`src/rtl/pcileech_mux_sched.sv`:
```
// pcileech_mux_sched
//   Burst scheduler between the 256-bit PCILeech word mux and the FT601 TX FIFO.
//   It opens bounded read bursts toward the mux only while the FIFO has
//   guaranteed room. It forces a minimum gap between bursts, can optionally
//   discard idle-fill words, and keeps transfer statistics.
// Ports
//   clk, rst_n        clock, async active-low reset
//   enable            scheduler enable, sampled each cycle
//   mux_dout/_valid   mux word and its valid (valid only while mux_rd_en)
//   mux_rd_en         registered read enable to the mux
//   fifo_din/_wr_en   TX FIFO write port (zero latency from the mux)
//   fifo_space        FIFO free entries (may lag one cycle)
//   burst_done        one-cycle pulse when BURST is left
//   stat_words        words written to the FIFO (wraps)
//   stat_idle_drop    idle words dropped (saturates)
module pcileech_mux_sched #(
  parameter int BURST_MAX  = 16,
  parameter int SPACE_W    = 10,
  parameter int SPACE_MIN  = 3,
  parameter int GAP_CYCLES = 4,
  parameter int IDLE_TO    = 32,
  parameter bit DROP_IDLE  = 1'b1
) (
  input  logic               clk,
  input  logic               rst_n,
  input  logic               enable,
  input  logic [255:0]       mux_dout,
  input  logic               mux_valid,
  output logic               mux_rd_en,
  output logic [255:0]       fifo_din,
  output logic               fifo_wr_en,
  input  logic [SPACE_W-1:0] fifo_space,
  output logic               burst_done,
  output logic [31:0]        stat_words,
  output logic [15:0]        stat_idle_drop
);

  typedef enum logic [1:0] {
    S_IDLE  = 2'd0,
    S_BURST = 2'd1,
    S_GAP   = 2'd2
  } state_t;

  localparam logic [7:0] BEAT_LAST = 8'(BURST_MAX - 1);
  localparam logic [7:0] NV_LAST   = 8'(IDLE_TO - 1);
  localparam logic [3:0] GAP_LOAD  = 4'(GAP_CYCLES - 1);

  state_t     state, state_n;
  logic [7:0] beat, beat_n;
  logic [7:0] nv, nv_n;
  logic [3:0] gap, gap_n;

  logic space_ok, all_idle, drop, burst_exit;

  // Idle fill: seven context nibbles F, marker nibble E.
  assign all_idle   = (mux_dout[255:224] == 32'hFFFF_FFEF);
  assign drop       = DROP_IDLE && all_idle;
  assign space_ok   = (fifo_space >= SPACE_W'(SPACE_MIN));
  assign fifo_din   = mux_dout;
  assign fifo_wr_en = mux_valid && !drop;

  // All exit causes fold into one term so simultaneous causes give one exit.
  assign burst_exit = (mux_valid && beat == BEAT_LAST) || !space_ok || !enable ||
                      (!mux_valid && nv == NV_LAST);

  always_comb begin
    state_n = state;
    beat_n  = beat;
    nv_n    = nv;
    gap_n   = gap;
    case (state)
      S_IDLE: begin
        if (enable && space_ok) begin
          state_n = S_BURST;
          beat_n  = '0;
          nv_n    = '0;
        end
      end
      S_BURST: begin
        if (mux_valid) begin
          beat_n = beat + 8'd1;
          nv_n   = '0;
        end else begin
          nv_n = nv + 8'd1;
        end
        if (burst_exit) begin
          state_n = S_GAP;
          gap_n   = GAP_LOAD;
        end
      end
      S_GAP: begin
        if (gap == '0) state_n = S_IDLE;
        else           gap_n   = gap - 4'd1;
      end
      default: state_n = S_IDLE;
    endcase
  end

  always_ff @(posedge clk or negedge rst_n) begin
    if (!rst_n) begin
      state          <= S_IDLE;
      beat           <= '0;
      nv             <= '0;
      gap            <= '0;
      mux_rd_en      <= 1'b0;
      burst_done     <= 1'b0;
      stat_words     <= '0;
      stat_idle_drop <= '0;
    end else begin
      state      <= state_n;
      beat       <= beat_n;
      nv         <= nv_n;
      gap        <= gap_n;
      // Registered from next state so rd_en tracks BURST cycle-exactly.
      mux_rd_en  <= (state_n == S_BURST);
      burst_done <= (state == S_BURST) && (state_n != S_BURST);
      if (fifo_wr_en) stat_words <= stat_words + 32'd1;
      if (mux_valid && drop && stat_idle_drop != 16'hFFFF)
        stat_idle_drop <= stat_idle_drop + 16'd1;
    end
  end

endmodule

```
`config.mk`:
```
export PLATFORM = sky130hd
export DESIGN_NAME = pcileech_mux_sched
export DESIGN_NICKNAME = d
export VERILOG_FILES = /design/src/rtl/pcileech_mux_sched.sv
export SDC_FILE = /design/constraint.sdc
export NUM_CORES = 1
export LEC_CHECK = 0
export CAP_MARGIN = 40
export CORE_AREA = 3 3 220 222
export CTS_CLUSTER_DIAMETER = 150
export DETAILED_ROUTE_END_ITERATION = 8
export DIE_AREA = 0 0 223 225
export DONT_BUFFER_PORTS = 1
export GPL_TIMING_DRIVEN = 0
export PLACE_DENSITY = 0.34
export SETUP_SLACK_MARGIN = 0.02
export SYNTH_ARGS = -nofsm -noshare
export SYNTH_HDL_FRONTEND = slang
export SYNTH_SLANG_ARGS = --single-unit
```
`constraint.sdc`:
```
create_clock -name clk -period 3.75 [get_ports clk]
set_clock_uncertainty 0.2 [all_clocks]
set_input_delay 0.9375 -clock clk [delete_from_list [all_inputs] [get_ports clk]]
set_output_delay 0.9375 -clock clk [all_outputs]
set_load 0.02 [all_outputs]
```
# Yosys cells after proc, flatten, opt, wreduce, memory -nomap -nowiden

Index checks and enable logic that the tools add are counted.

Add/subtract/negate cells: 5
Order comparisons: 1
Equality and inequality tests: 12
Muxes and demuxes: 12
Reductions and logical operators: 21

Operators by type and width:

| cell                    | count |
|---|---|
| $add A32 B1 Y32 const B | 1 |
| $eq A32 B32 Y1 const B  | 1 |
| $pmux W8 S2             | 2 |
| $mux W8                 | 3 |
| $add A16 B1 Y16 const B | 1 |
| $add A8 B1 Y8 const B   | 2 |
| $ne A16 B16 Y1 const B  | 1 |
| $ge A10 B2 Y1 const B   | 1 |
| $eq A8 B4 Y1 const B    | 1 |
| $eq A8 B5 Y1 const B    | 1 |
| $mux W4                 | 2 |
| $ne A2 B2 Y1 const B    | 4 |
| $pmux W4 S2             | 1 |
| $logic_and A1 B1 Y1     | 7 |
| $mux W2                 | 3 |
| $pmux W2 S3             | 1 |
| $reduce_and A3 Y1       | 2 |
| $eq A2 B1 Y1 const B    | 2 |
| $logic_not A1 Y1        | 4 |
| $logic_not A4 Y1        | 1 |
| $reduce_bool A2 Y1      | 2 |
| $sub A4 B1 Y4 const B   | 1 |
| $logic_or A1 B1 Y1      | 3 |
| $eq A2 B2 Y1 const B    | 1 |
| 3 further kinds         | 3 |

Register bits after elaboration: 72
Input port bits: 270

# Longest topological paths before layout

Word-level depth: 9
Gate-level depth with buffers: 6

# Least setup slack after synthesis

No wires, ideal clock.

Kind: input-to-output
From: input mux_dout[239]
To: output fifo_wr_en
Arrival: 1888 ps
Required time: 2612 ps
Setup slack: 724 ps
Stages: 5
Cells stage by stage: nand4_1 nor4_4 nand2_2 nand2_1 inv_1

Word-level cells in the longest chain between the ends: 3

Ends and longest elaborated chain:

| element             | line | RTL |
|---|---|---|
| from (decl)         | 27   | `input logic [255:0] mux_dout,` |
| $eq A32 B32 Y1      | 56   | `assign all_idle = (mux_dout[255:224] == 32'hFFFF_FFEF);` |
| $logic_not A1 Y1    | 60   | `assign fifo_wr_en = mux_valid && !drop;` |
| $logic_and A1 B1 Y1 | 60   |  |
| to (decl)           | 31   | `output logic fifo_wr_en,` |

Every way passes these cells.

# Worst setup path in the final report

From: input mux_dout[254]
To: output fifo_wr_en

The elaborated chain is that of the path after synthesis.

==> results by group <==
Status
  – Status: complete, no violations

Setup path
  – Slowest cell delay on critical path: between 0.5 and 0.6 ns
  – Critical path launch point type: primary input
  – Top delay family on crit path: simple AND/OR/NAND/NOR gates
  – CP Cell Sequence: nand4_1, nor4_4, nand2_2, nand2_1, inv_1
  – Worst Setup Path Type: primary input to output port
  – CP max stage cell: nor4_4
  – CP arrival: 2.32 ns
  – CP Data Required Time: about 2.6 ns
  – Cell count of the worst reg-to-reg path: 6
  – Worst Setup End Kind: output port
  – Critical R2R Launch: stat_words[0]
  – CP Max Fanout: 9
  – Flop-to-flop setup slack: 1.30 ns
  – Reg2reg end: stat_words[24]
  – Buf+Inv Stages, Crit Path: 1
  – CP Depth: 5

Global route
  – Tot GR Track Use: 6.43%
  – First-pass GRT wire length: 23400 um
  – Largest net degree at the start of global routing: 73
  – GR Overflow Total: 0
  – Vias in the first global route: 3448
  – Initial antenna violation count: 1

Timing
  – RSZ-0062 raised after global routing: false
  – Slew Limit Fails: 0
  – Final hold vios: 0
  – Worst Max-Slew Pin Slew: 0.739 ns
  – Worst relative slew slack: around 51%
  – Crit share post-route: 92.2%
  – Worst hold slack: 0.0800 ns
  – # setup viols final: 0
  – Final setup TNS: 0 ns
  – Final worst slack: approximately 0.29 ns
  – Fmax: 289 MHz
  – Fin crit period: approximately 3.5 ns

Die
  – Die Area: 0.0502 mm^2
  – # IOs: 577
  – Core area: 0.0466 mm^2
  – Initial Util: 11.7%
  – Core Rows: about 80
  – Chip height: 225 um
  – Die W: between 200 and 250 um

Run
  – MaxCap Viol Count: 0

Route
  – Antenna Violating Nets Remaining: 0
  – Wirelength per Cell: 15.3 um
  – DRC: 0
  – Via count: 3751
  – Drt first pass iters: 4
  – Via-per-instance ratio: 3.12
  – Detailed router's first-iteration violation count: approximately 130
  – Final WL: roughly 18000 um

Cells and area
  – Commonest non-fill, non-tap cell in the layout: buf_4
  – Final instance area: 0.00655 mm^2
  – Area Overhead vs Synth: 20.2%
  – Finished Layout Cells: 1204
  – Share of cells above drive strength 1: 50.3%
  – Most frequent cells in the layout: buf_4 (258), dfrtp_1 (72), xnor2_1 (32)
  – NumNets Final: 868

Clock tree
  – TritonCTS clock tree: built
  – Total CTS buffers: 9
  – CTS Sinks: 72
  – CTS clk-pin slew, worst paths: 0.06 ns
  – Clk Latency, worst-skew pair: around 0.36 ns
  – Hold buffers post-CTS: 0
  – Clock Tree Buf Depth: 2
  – Root Buffer: clkbuf_16
  – Htree depth: 3

Yosys
  – Post-synthesis cell type count: 46
  – Top post-synthesis cells by area: buf_4 (35%), dfrtp_1 (33%), xnor2_1 (5.1%)
  – Average size of a mapped cell: 9.43 um^2
  – Ys async rst share: 100%
  – Seq/Total Area, Yosys: about a third
  – Post-Syn Nets: 854
  – Syn Std Cell Area: between 0.005 and 0.006 mm^2
  – Post-synth top area cell: buf_4
  – Yosys warning total: 0
  – Ys flop type: dfrtp_1
  – Post-synth top area share: 35.3%
  – Synth Register Bits: 72
  – Synth Instances: slightly below 600
  – Post-synth EDFFs: 0

Min path
  – Hold Path Class: primary input to asynchronous set/reset pin

Placement
  – Cell Area, Placed: 0.00621 mm^2
  – DP HPWL: between 15000 and 20000 um
  – RD Place Congestion: 0.672
  – IO buf count: 0
  – Placed insts: 1186
  – Place WS: -0.00125 ns

Power
  – Pleak: roughly 3.1 nW
  – VDD IR max: 0.149 mV
  – PD cells: 418 mW/mm^2
kinds of logic (layout without fill, tap and decap cells):
group	Yosys count	after routing	share of synthesized area, %
compound gates	21	21	3.08
xor+xnor	56	56	9.00
fa+ha+maj	6	6	1.38
buf+inv	269	287	36.4
flops	72	72	33.1
mux	5	5	1.08
other cells	0	1	0
simple gates	149	149	16.0
where the power goes:
group          internal [mW]  switching, mW
logic                  0.316          0.401
clock network          0.597          0.375
registers              0.864          0.185
flip-flops by register name, summed over array words and instances (netlist names):
| signal | cells |
|---|---|
| beat | 8 |
| burst_done | 1 |
| gap | 4 |
| mux_rd_en | 1 |
| nv | 8 |
| stat_idle_drop | 16 |
| stat_words | 32 |
| state | 2 |
per-layer routing:
layer	up-vias	wire, um	part of all wire, %	track usage (%)
met5	-	0	0	0
met4	0	732	4.0	3.75
met3	26	1900	10	2.67
met2	262	10000	54	11.5
met1	1771	5740	31	6.22
li1	1692	-	-	-
stage by stage:
stage	total power, mW	util [%]
final	2.74	14.1
after global routing	2.90	14.1
after CTS	2.81	14.0
after detailed placement	1.80	13.3
after global placement	1.81	13.3
after floorplan	1.65	-
worst register-to-register path, cell delays in order (launching register included):
cell and delay (ns):
dfrtp_1 0.59, ha_1 0.23, nand3_1 0.08, a21oi_1 0.56
buf_2 0.38, nand3_1 0.13, xnor2_1 0.15
cell usage after synthesis, drive strengths merged, types with 3 or more instances:
| master | n |
|---|---|
| mux2 | 4 |
| nor4 | 10 |
| or3 | 3 |
| or4 | 3 |
| and2 | 5 |
| nand3 | 21 |
| and4 | 4 |
| dfrtp | 72 |
| nand4 | 25 |
| a21oi | 9 |
| inv | 7 |
| buf | 260 |
| nor2 | 19 |
| nand2 | 23 |
| or2 | 3 |
| and3 | 12 |
| nor3 | 13 |
| ha | 6 |
| xnor2 | 32 |
| o21ai | 4 |
| xor2 | 24 |
worst max path at each step:
stage | startpoint | end
3_5_place_dp | mux_dout[231] | fifo_wr_en
2_1_floorplan | mux_dout[239] | fifo_wr_en
4_1_cts | mux_dout[231] | fifo_wr_en
6_report | mux_dout[254] | fifo_wr_en
5_1_grt | mux_dout[254] | fifo_wr_en
3_3_place_gp | mux_dout[231] | fifo_wr_en
area by class of cell:
type | count | area, um^2
flip-flops and latches | 72 | 1800
clock inverters | 5 | 81.3
well taps | 607 | 759
repair buffers | 3 | 20.0
diodes | 1 | 2.50
inverters | 7 | 26.3
plain buffers | 262 | 1960
fillers | 5246 | 40000
multi-input cells | 237 | 1670
clock buffers | 10 | 239
repair_timing:
action,in CTS,in global routing
gates cloned,0,0
gates resized for setup,0,0
setup buffers,0,2
pin swaps,1,1
endpoints found under the setup margin,1,1
(Power assumes the default switching activity.)
